**config.mk**
```make
export PLATFORM = sky130hd
export DESIGN_NAME = iter_divider
export DESIGN_NICKNAME = d
export VERILOG_FILES = /design/src/rtl/multdiv_pkg.sv /design/src/rtl/div_step.sv /design/src/rtl/iter_divider.sv
export SDC_FILE = /design/constraint.sdc
export NUM_CORES = 1
export LEC_CHECK = 0
export BUFFER_PORTS_ARGS = -buffer_cell sky130_fd_sc_hd__buf_2
export CORE_ASPECT_RATIO = 1.1
export CORE_MARGIN = 5
export CORE_UTILIZATION = 25
export CTS_BUF_LIST = sky130_fd_sc_hd__clkbuf_8
export DETAILED_ROUTE_END_ITERATION = 6
export GPL_TIMING_DRIVEN = 0
export RECOVER_POWER = 50
export SLEW_MARGIN = 40
export SYNTH_ARGS = -nofsm -noshare
export SYNTH_HDL_FRONTEND = slang
export SYNTH_SLANG_ARGS = --single-unit
```
**constraint.sdc**
```tcl
create_clock -name clk -period 4.4 [get_ports clk]
set_input_delay 0 -clock clk [delete_from_list [all_inputs] [get_ports clk]]
set_output_delay 0 -clock clk [all_outputs]
set_load 0.03 [all_outputs]
```
**src/rtl/multdiv_pkg.sv**
```systemverilog
// rtl/multdiv_pkg.sv - shared multdiv state encoding and default widths
package multdiv_pkg;

  localparam int DIV_WIDTH = 32;
  localparam int CNT_WIDTH = 6;

  typedef enum logic [1:0] {
    ST_IDLE = 2'd0,
    ST_RUN  = 2'd1,
    ST_DONE = 2'd2
  } div_state_e;

endpackage

```
**src/rtl/div_step.sv**
```systemverilog
// rtl/div_step.sv - one restoring-division iteration: shift, trial subtract, select
module div_step #(
  parameter int WIDTH = 32
) (
  input  logic [WIDTH:0]   r_i,
  input  logic             q_msb_i,
  input  logic [WIDTH-1:0] d_i,
  output logic [WIDTH:0]   r_o,
  output logic             q_bit_o
);

  logic [WIDTH+1:0] r_shift;
  logic [WIDTH+1:0] trial;

  // One extra guard bit so the borrow of the trial subtraction is its sign.
  always_comb begin
    r_shift = {r_i, q_msb_i};
    trial   = r_shift - {2'b00, d_i};
    q_bit_o = ~trial[WIDTH+1];
    r_o     = q_bit_o ? trial[WIDTH:0] : r_shift[WIDTH:0];
  end

endmodule

```
**src/rtl/iter_divider.sv**
```systemverilog
// rtl/iter_divider.sv - iterative restoring divider paced by an external iteration counter
// Optional two's-complement operation when DIV_SIGNED_EN is defined.
module iter_divider
  import multdiv_pkg::*;
#(
  parameter int WIDTH = DIV_WIDTH,
  parameter int CNT_W = CNT_WIDTH
) (
  input  logic             clk,
  input  logic             reset,
  input  logic             start,
  input  logic [WIDTH-1:0] dividend,
  input  logic [WIDTH-1:0] divisor,
  input  logic [CNT_W-1:0] count,
  output logic             cnt_clr,
  output logic             busy,
  output logic             ready,
  output logic             exception,
  output logic [WIDTH-1:0] quotient,
  output logic [WIDTH-1:0] remainder
);

  div_state_e       state_q, state_d;
  logic [WIDTH:0]   r_q, r_d;
  logic [WIDTH-1:0] q_q, q_d;
  logic [WIDTH-1:0] d_q, d_d;
  logic             cnt_clr_q, cnt_clr_d;
  logic             busy_q, busy_d;
  logic             ready_q, ready_d;
  logic             exc_q, exc_d;
  logic [WIDTH-1:0] quot_q, quot_d;
  logic [WIDTH-1:0] rem_q, rem_d;

  logic [WIDTH:0]   step_r;
  logic             step_bit;
  logic [WIDTH-1:0] q_next;
  logic [WIDTH-1:0] a_mag, b_mag;
  logic [WIDTH-1:0] q_fix, r_fix;
  logic             ovf_flag;

  div_step #(.WIDTH(WIDTH)) u_step (
    .r_i     (r_q),
    .q_msb_i (q_q[WIDTH-1]),
    .d_i     (d_q),
    .r_o     (step_r),
    .q_bit_o (step_bit)
  );

  assign q_next = {q_q[WIDTH-2:0], step_bit};

`ifdef DIV_SIGNED_EN
  localparam logic [WIDTH-1:0] MIN_NEG = {1'b1, {(WIDTH-1){1'b0}}};

  logic neg_q_q, neg_r_q, ovf_q;

  assign a_mag    = dividend[WIDTH-1] ? -dividend : dividend;
  assign b_mag    = divisor[WIDTH-1]  ? -divisor  : divisor;
  assign q_fix    = neg_q_q ? -q_next : q_next;
  assign r_fix    = neg_r_q ? -step_r[WIDTH-1:0] : step_r[WIDTH-1:0];
  assign ovf_flag = ovf_q;

  // Sign flags follow the operands accepted from IDLE; the MIN/-1 case still
  // runs the full iteration, the magnitude path already yields the wrapped result.
  always_ff @(posedge clk or negedge reset) begin
    if (!reset) begin
      neg_q_q <= 1'b0;
      neg_r_q <= 1'b0;
      ovf_q   <= 1'b0;
    end else if (state_q == ST_IDLE && start) begin
      neg_q_q <= dividend[WIDTH-1] ^ divisor[WIDTH-1];
      neg_r_q <= dividend[WIDTH-1];
      ovf_q   <= (dividend == MIN_NEG) && (divisor == '1);
    end
  end
`else
  assign a_mag    = dividend;
  assign b_mag    = divisor;
  assign q_fix    = q_next;
  assign r_fix    = step_r[WIDTH-1:0];
  assign ovf_flag = 1'b0;
`endif

  always_ff @(posedge clk or negedge reset) begin
    if (!reset) begin
      state_q   <= ST_IDLE;
      r_q       <= '0;
      q_q       <= '0;
      d_q       <= '0;
      cnt_clr_q <= 1'b1;
      busy_q    <= 1'b0;
      ready_q   <= 1'b0;
      exc_q     <= 1'b0;
      quot_q    <= '0;
      rem_q     <= '0;
    end else begin
      state_q   <= state_d;
      r_q       <= r_d;
      q_q       <= q_d;
      d_q       <= d_d;
      cnt_clr_q <= cnt_clr_d;
      busy_q    <= busy_d;
      ready_q   <= ready_d;
      exc_q     <= exc_d;
      quot_q    <= quot_d;
      rem_q     <= rem_d;
    end
  end

  always_comb begin
    state_d   = state_q;
    r_d       = r_q;
    q_d       = q_q;
    d_d       = d_q;
    cnt_clr_d = cnt_clr_q;
    busy_d    = busy_q;
    ready_d   = 1'b0;
    exc_d     = exc_q;
    quot_d    = quot_q;
    rem_d     = rem_q;

    unique case (state_q)
      ST_IDLE: begin
        cnt_clr_d = 1'b1;
        busy_d    = 1'b0;
        if (start) begin
          if (divisor == '0) begin
            state_d = ST_DONE;
            ready_d = 1'b1;
            exc_d   = 1'b1;
            quot_d  = '0;
            rem_d   = '0;
          end else begin
            state_d   = ST_RUN;
            d_d       = b_mag;
            q_d       = a_mag;
            r_d       = '0;
            cnt_clr_d = 1'b0;
            busy_d    = 1'b1;
            exc_d     = 1'b0;
          end
        end
      end

      ST_RUN: begin
        r_d = step_r;
        q_d = q_next;
        // >= rather than == so a counter that skips a value still terminates.
        if (count >= CNT_W'(WIDTH)) begin
          state_d   = ST_DONE;
          ready_d   = 1'b1;
          cnt_clr_d = 1'b1;
          busy_d    = 1'b0;
          quot_d    = q_fix;
          rem_d     = r_fix;
          exc_d     = ovf_flag;
        end
      end

      ST_DONE: begin
        state_d = ST_IDLE;
      end

      default: begin
        state_d   = ST_IDLE;
        cnt_clr_d = 1'b1;
        busy_d    = 1'b0;
      end
    endcase
  end

  assign cnt_clr   = cnt_clr_q;
  assign busy      = busy_q;
  assign ready     = ready_q;
  assign exception = exc_q;
  assign quotient  = quot_q;
  assign remainder = rem_q;

endmodule

```
==> metrics.csv, run 1 <==
metric;value;unit
status;complete, but fails checks;
violations;max-capacitance violations, max-slew violations;
yosys_warnings;0;
max_clock_freq;0.2956;GHz
via_count;7571;
syn_inst;910;
slew_headroom;-88.22;%
die_x;189.0;µm
worst_pin_slew;2.823;ns
htreeDepth;4;
avgViaCountPerCell;4.762;
finalNonFillerCells;1590;
synthTopCellsByArea;dfrtp_1, o21ai_0, nand2_1, mux2i_1, ha_1;
critical_path_arrival;3.74;ns
grt_max_degree;63;
cts_buffer_depth;2;
hold_viol;0;
worstSetupPathType;flop to flop;
seq_area_frac_synth;47.46;%
clkLatencyLatePin;0.47;ns
end_kind;flop;
antenna_found_initial;0;
ys_seq_elements;167;
cts_setup_buffers;0;
num_rows;72;
first_global_vias;7782;
firstDrtPassIters;5;
placed_area;10100;µm²
synth_top_cell_area_share;47.17;%
layout_common_cells;dfrtp_1, nand2_1, buf_2, o21ai_0, dlygate4sd3_1;
final_nets;1239;
ys.flop_type;dfrtp_1;
io_buffers;135;
core_area;34950;µm²
finalClockSkew;0.01840;ns
period_needed;3.383;ns
dp_hpwl;20220;µm
wirelength;27200;µm
clock_sinks;167;
grt_usage;13.93;%
clkTransAtPathRegs;0.11;ns
gp_congestion;0.9059;
die_area;39090;µm²
design_area;11180;µm²
use_met1;18.60;%
drt-wirelength-per-cell;17.11;µm
powerDensity;675.8;nW/µm²
synth_edf_count;0;
ff2ff_path_depth;11;
critical_path_required;4.76;ns
met3_usage;2.321;%
syn_avg_cell_area;9.678;µm²
drtIter0Drc;380;
critPathMaxFanout;5;
gr-total-overflow;0;
power.leakage;5.243;nW
grt_pass1_wl;43110;µm
drive_above_1_share;17.71;%
synth_area;8807;µm²
start_util;25.20;%
peakVddDrop;0.0002707;V
tns;0;ns
syn_to_final_growth;26.91;%
rsz0062_at_grt;false;
yosysTopAreaCell;dfrtp_1;
tritoncts;yes;
ys_types;63;
synth_nets;1016;
maxCapViolations;1;
die-height;206.9;µm
final_common_cell;dfrtp_1;
io_pins;141;
diodes;0;
drv_slew;47;
hold_path_class;input pin to flop;
cts_buffers;17;
setup_violations;0;
ant_nets;0;
worstHoldPathCells;3;
dp.cells;1491;
grt-busiest-layer;met2;
synthArstFlopShare;100.0;%
period_share;76.88;%
grt_util_met2;23.07;%
drc_errors;0;
clockRootBuffer;clkbuf_8;
cp-start-kind;flop;
## per-layer routing
metal	vias to the layer above	routed length (µm)
li1	3663	-
met5	-	0
met4	0	614
met3	30	1200
met1	3689	12550
met2	189	12830
## sequential cells by signal, indices dropped and copies added (netlist names)
register / count
quotient: 32
cnt_clr: 1
remainder: 32
busy: 1
state_q: 2
d_q: 32
ready: 1
q_q: 32
exception: 1
r_q: 33
## where the power goes
part	internal (mW)	leakage (nW)	total [mW]	switching [mW]
logic	1.31	2.86	3.77	2.46
clock network	0.650	0.227	1.29	0.640
registers	2.14	2.16	2.50	0.359
## final cells by class
class                      count  area (µm²)
fill                        3668       23780
multi-input combinational    651        4232
sequential                   167        4180
timing repair buffer         204        1358
tap                          444       555.5
buffer                        53       249.0
clock buffer                  18       247.7
clock inverter                14       209.0
inverter                      39       146.4
## what timing repair did
item | CTS | global route
gates resized for setup | 0 | 0
hold buffers | 67 | 0
hold endpoints to repair | 234 | 0
setup endpoints to repair | 0 | 0
## worst paths after layout
path,start,slack (ns),to
worst max-delay path,q_q[31],1.02,r_q[32]
worst min-delay path,divisor[19],0.31,d_q[19]
worst max register to register,q_q[31],1.02,r_q[32]
worst min register to register,quotient[11],0.49,quotient[11]
max in group asynchronous,reset,1.81,q_q[0]
min in group asynchronous,reset,0.98,q_q[16]
## critical path, stage by stage (launching register included)
cell and delay (ns):
dfrtp_1 0.42, inv_1 0.08, ha_1 0.22, fa_1 0.40, nand2b_1 0.18, a21oi_1 0.30
o211ai_1 0.29, a211oi_1 0.45, o41a_1 0.30, o41ai_2 0.13, o211a_1 0.24, a221o_1 0.26
## Yosys cell counts (4+ instances only)
cell and n:
dfrtp_1 166, nand2_1 148, o21ai_0 116, mux2i_1 53, a21oi_1 38, inv_1 38
mux2_2 33, ha_1 32, nor2_1 30, clkbuf_1 27, nand4_1 20, buf_2 16
o21ai_1 15, a21o_1 14, o211ai_1 14, xnor2_1 13, xor2_1 13, a32oi_1 10
nor3_1 10, nor4_1 10, and2_1 7, nand2b_1 6, buf_1 5, nand3_1 5
nor2b_1 5, a211oi_1 4, a21boi_0 4, o21a_1 4, o31ai_1 4
## stage by stage
step / util, % / setup WS, ns / total power, mW / hold WS [ns]
after floorplan: - / 1.721 / 5.131 / -0.2956
after global placement: 28.72 / 0.6372 / 6.208 / 0.2499
after detailed placement: 28.91 / 1.085 / 6.291 / -0.06469
after CTS: 32.13 / 1.052 / 7.657 / 0.003855
after global routing: 31.98 / 0.8261 / 8.134 / 0.2937
final: 31.98 / 1.017 / 7.553 / 0.3133
## logic make-up after synthesis
logic type	count (synthesis)	synth area share, %
compound gates	244	16.65
xor+xnor	26	2.586
fa+ha+maj	33	4.773
buf+inv	92	4.489
flops	167	47.46
mux	88	10.50
simple gates	260	13.54
No activity file was read; power rests on OpenSTA's default activity.
==> inputs of run 2 (changes only) <==
--- a/config.mk
+++ b/config.mk
@@ -5,6 +5,7 @@
 export SDC_FILE = /design/constraint.sdc
 export NUM_CORES = 1
 export LEC_CHECK = 0
+export ABC_AREA = 1
 export BUFFER_PORTS_ARGS = -buffer_cell sky130_fd_sc_hd__buf_2
 export CORE_ASPECT_RATIO = 1.1
 export CORE_MARGIN = 5
==> constraint.sdc (replaced) <==
create_clock -name clk -period 3.1 [get_ports clk]
set_input_delay 0 -clock clk [delete_from_list [all_inputs] [get_ports clk]]
set_output_delay 0 -clock clk [all_outputs]
set_load 0.03 [all_outputs]
==> metrics.csv, run 2 <==
metric;value;unit
placed_area;11300;µm²
die_area;43750;µm²
io_buffers;135;
synth_top_cell_area_share;41.90;%
avgViaCountPerCell;4.396;
syn_to_final_growth;23.89;%
htreeDepth;4;
synth_nets;1519;
period_needed;2.886;ns
design_area;12280;µm²
setup_violations;0;
core_area;39180;µm²
gp_congestion;0.9164;
cts_setup_buffers;0;
final_common_cell;nand2_1;
drtIter0Drc;577;
largest_register;r_q;
num_rows;76;
hold_viol;0;
synth_edf_count;0;
critical_path_required;3.47;ns
finalClockSkew;0.01564;ns
maxCapViolations;2;
cts_buffers;17;
synth_area;9915;µm²
yosysTopAreaCell;dfrtp_1;
firstDrtPassIters;7;
cp_slowest_cell;clkbuf_1;
die-height;218.9;µm
start_util;25.31;%
synthArstFlopShare;100.0;%
end_kind;flop;
drc_errors;0;
yosys_warnings;0;
clockRootBuffer;clkbuf_8;
synthTopCellsByArea;dfrtp_1, nand2_1, inv_1, nand3_1, ha_1;
hold_path_class;input pin to flop;
power.leakage;6.625;nW
drive_above_1_share;10.59;%
critical-path-max-stage-delay;0.63;ns
status;complete, but fails checks;
seq_area_frac_synth;42.16;%
grt_max_degree;71;
ys.flop_type;dfrtp_1;
drt-wirelength-per-cell;15.08;µm
ant_nets;0;
slew_headroom;-22.94;%
critical_path_arrival;3.26;ns
grt_usage;15.10;%
critPathMaxFanout;10;
grt_pass1_wl;52450;µm
worstSetupPathType;flop to flop;
die_x;199.9;µm
syn_avg_cell_area;7.017;µm²
powerDensity;1060;nW/µm²
syn_inst;1413;
tritoncts;yes;
clock_sinks;167;
ys_types;38;
drv_slew;99;
io_pins;141;
clkTransAtPathRegs;0.10;ns
tns;0;ns
worst_pin_slew;1.844;ns
synth_common_cells;nand2_1, dfrtp_1, inv_1;
via_count;9499;
gr-total-overflow;0;
cts_buffer_depth;2;
largest_reg_flops;33;
violations;max-capacitance violations, max-slew violations;
antenna_found_initial;3;
cp-start-kind;flop;
path_cells;nor2_1, clkbuf_1, clkbuf_1, a21oi_1, dlygate4sd3_1, nand2_1, nand2_1;
first_global_vias;9787;
clkLatencyLatePin;0.48;ns
layout_common_cells;nand2_1, dfrtp_1, inv_1;
yosysMostFrequentCell;nand2_1;
dp_hpwl;25890;µm
fillCellCount;4374;
final_nets;1746;
ys_seq_elements;167;
rsz0062_at_grt;false;
wirelength;32600;µm
max_clock_freq;0.3465;GHz
period_share;93.10;%
peakVddDrop;0.0004537;V
[run 2: cell types whose count changed after synthesis, sizes merged, moves of 13 or more]
cell,before,now
nand2,149,677
nand3,5,131
inv,39,155
mux2i,53,0
o21ai,131,78
mux2,35,0
nor2,30,51
a21oi,38,22
a21o,14,0
o211ai,14,1
[run 2: worst paths after layout]
kind / start / end / slack (ns) / cells after the start
min in group asynchronous: reset / q_q[12] / 1.10 / 4
max in group asynchronous: reset / d_q[10] / 0.75 / 4
hold / removal: divisor[1] / exception / 0.25 / 6
setup reg to reg: state_q[1] / exception / 0.21 / 7
setup / recovery: state_q[1] / exception / 0.21 / 7
hold reg to reg: q_q[3] / q_q[3] / 0.48 / 2
[run 2: worst max-delay path: cells and delay by family (launching register included)]
kind                   cells  cell delay (ns)
flip-flops                 1             0.40
AND/OR/NAND/NOR            3             0.47
AO/OA/AOI/OAI              1             0.14
buffers and inverters      3             1.75
[run 2: final cells by class]
class                           instances  area [µm²]  area share [%]
Antenna cell                            1       2.502         0.02037
Inverter                              156       585.6           4.767
Clock buffer                           17       234.0           1.905
Clock inverter                         15       145.1           1.182
Sequential cell                       167        4180           34.03
Timing Repair Buffer                  208        1326           10.80
Multi-Input combinational cell       1041        4913           40.00
Buffer                                 49       261.5           2.129
Tap cell                              507       634.4           5.165
[run 2: power by group]
group          switching [mW]  total [mW]  internal (mW)
registers               0.469        3.49           3.02
logic                    5.51        7.94           2.43
clock network           0.941        1.60          0.656
total                    6.92        13.0           6.10
[run 2: cell families (layout without fill, tap and decap cells)]
| kind of cell | Yosys count | count (layout) | synth area share (%) |
|---|---|---|---|
| flip-flops | 167 | 167 | 42.16 |
| AO/OA/AOI/OAI | 104 | 104 | 5.603 |
| AND/OR/NAND/NOR | 889 | 889 | 38.12 |
| adder cells (fa/ha/maj) | 33 | 33 | 4.240 |
| XOR/XNOR | 15 | 15 | 1.325 |
| other | 0 | 1 | 0 |
| buffers and inverters | 205 | 445 | 8.544 |
[run 2: timing repair]
| item | CTS | global route |
|---|---|---|
| endpoints found under the setup margin | 0 | 1 |
| endpoints found under the hold margin | 165 | 0 |
| gates resized for setup | 0 | 1 |
| hold buffers | 71 | 0 |
[run 2: stage by stage]
step | cells | utilization [%] | total power, mW | hold WS [ns] | setup WS [ns]
2_1_floorplan | 1413 | - | 9.188 | -0.2956 | 1.043
3_3_place_gp | 2055 | 28.65 | 11.41 | 0.2273 | -0.6201
3_5_place_dp | 2057 | 28.85 | 11.49 | -0.1264 | 0.02837
4_1_cts | 2160 | 31.66 | 13.23 | 0.2659 | 0.01201
5_1_grt | 2161 | 31.35 | 14.28 | 0.2598 | 0.005209
6_report | 2161 | 31.35 | 13.02 | 0.2454 | 0.2138
[run 2: layer usage]
layer	vias to the layer above	track usage (%)	routed length (µm)
met2	204	24.93	15080
met4	4	4.461	804
met3	46	2.994	1751
li1	4848	-	-
met5	-	0	19
met1	4397	20.05	14940
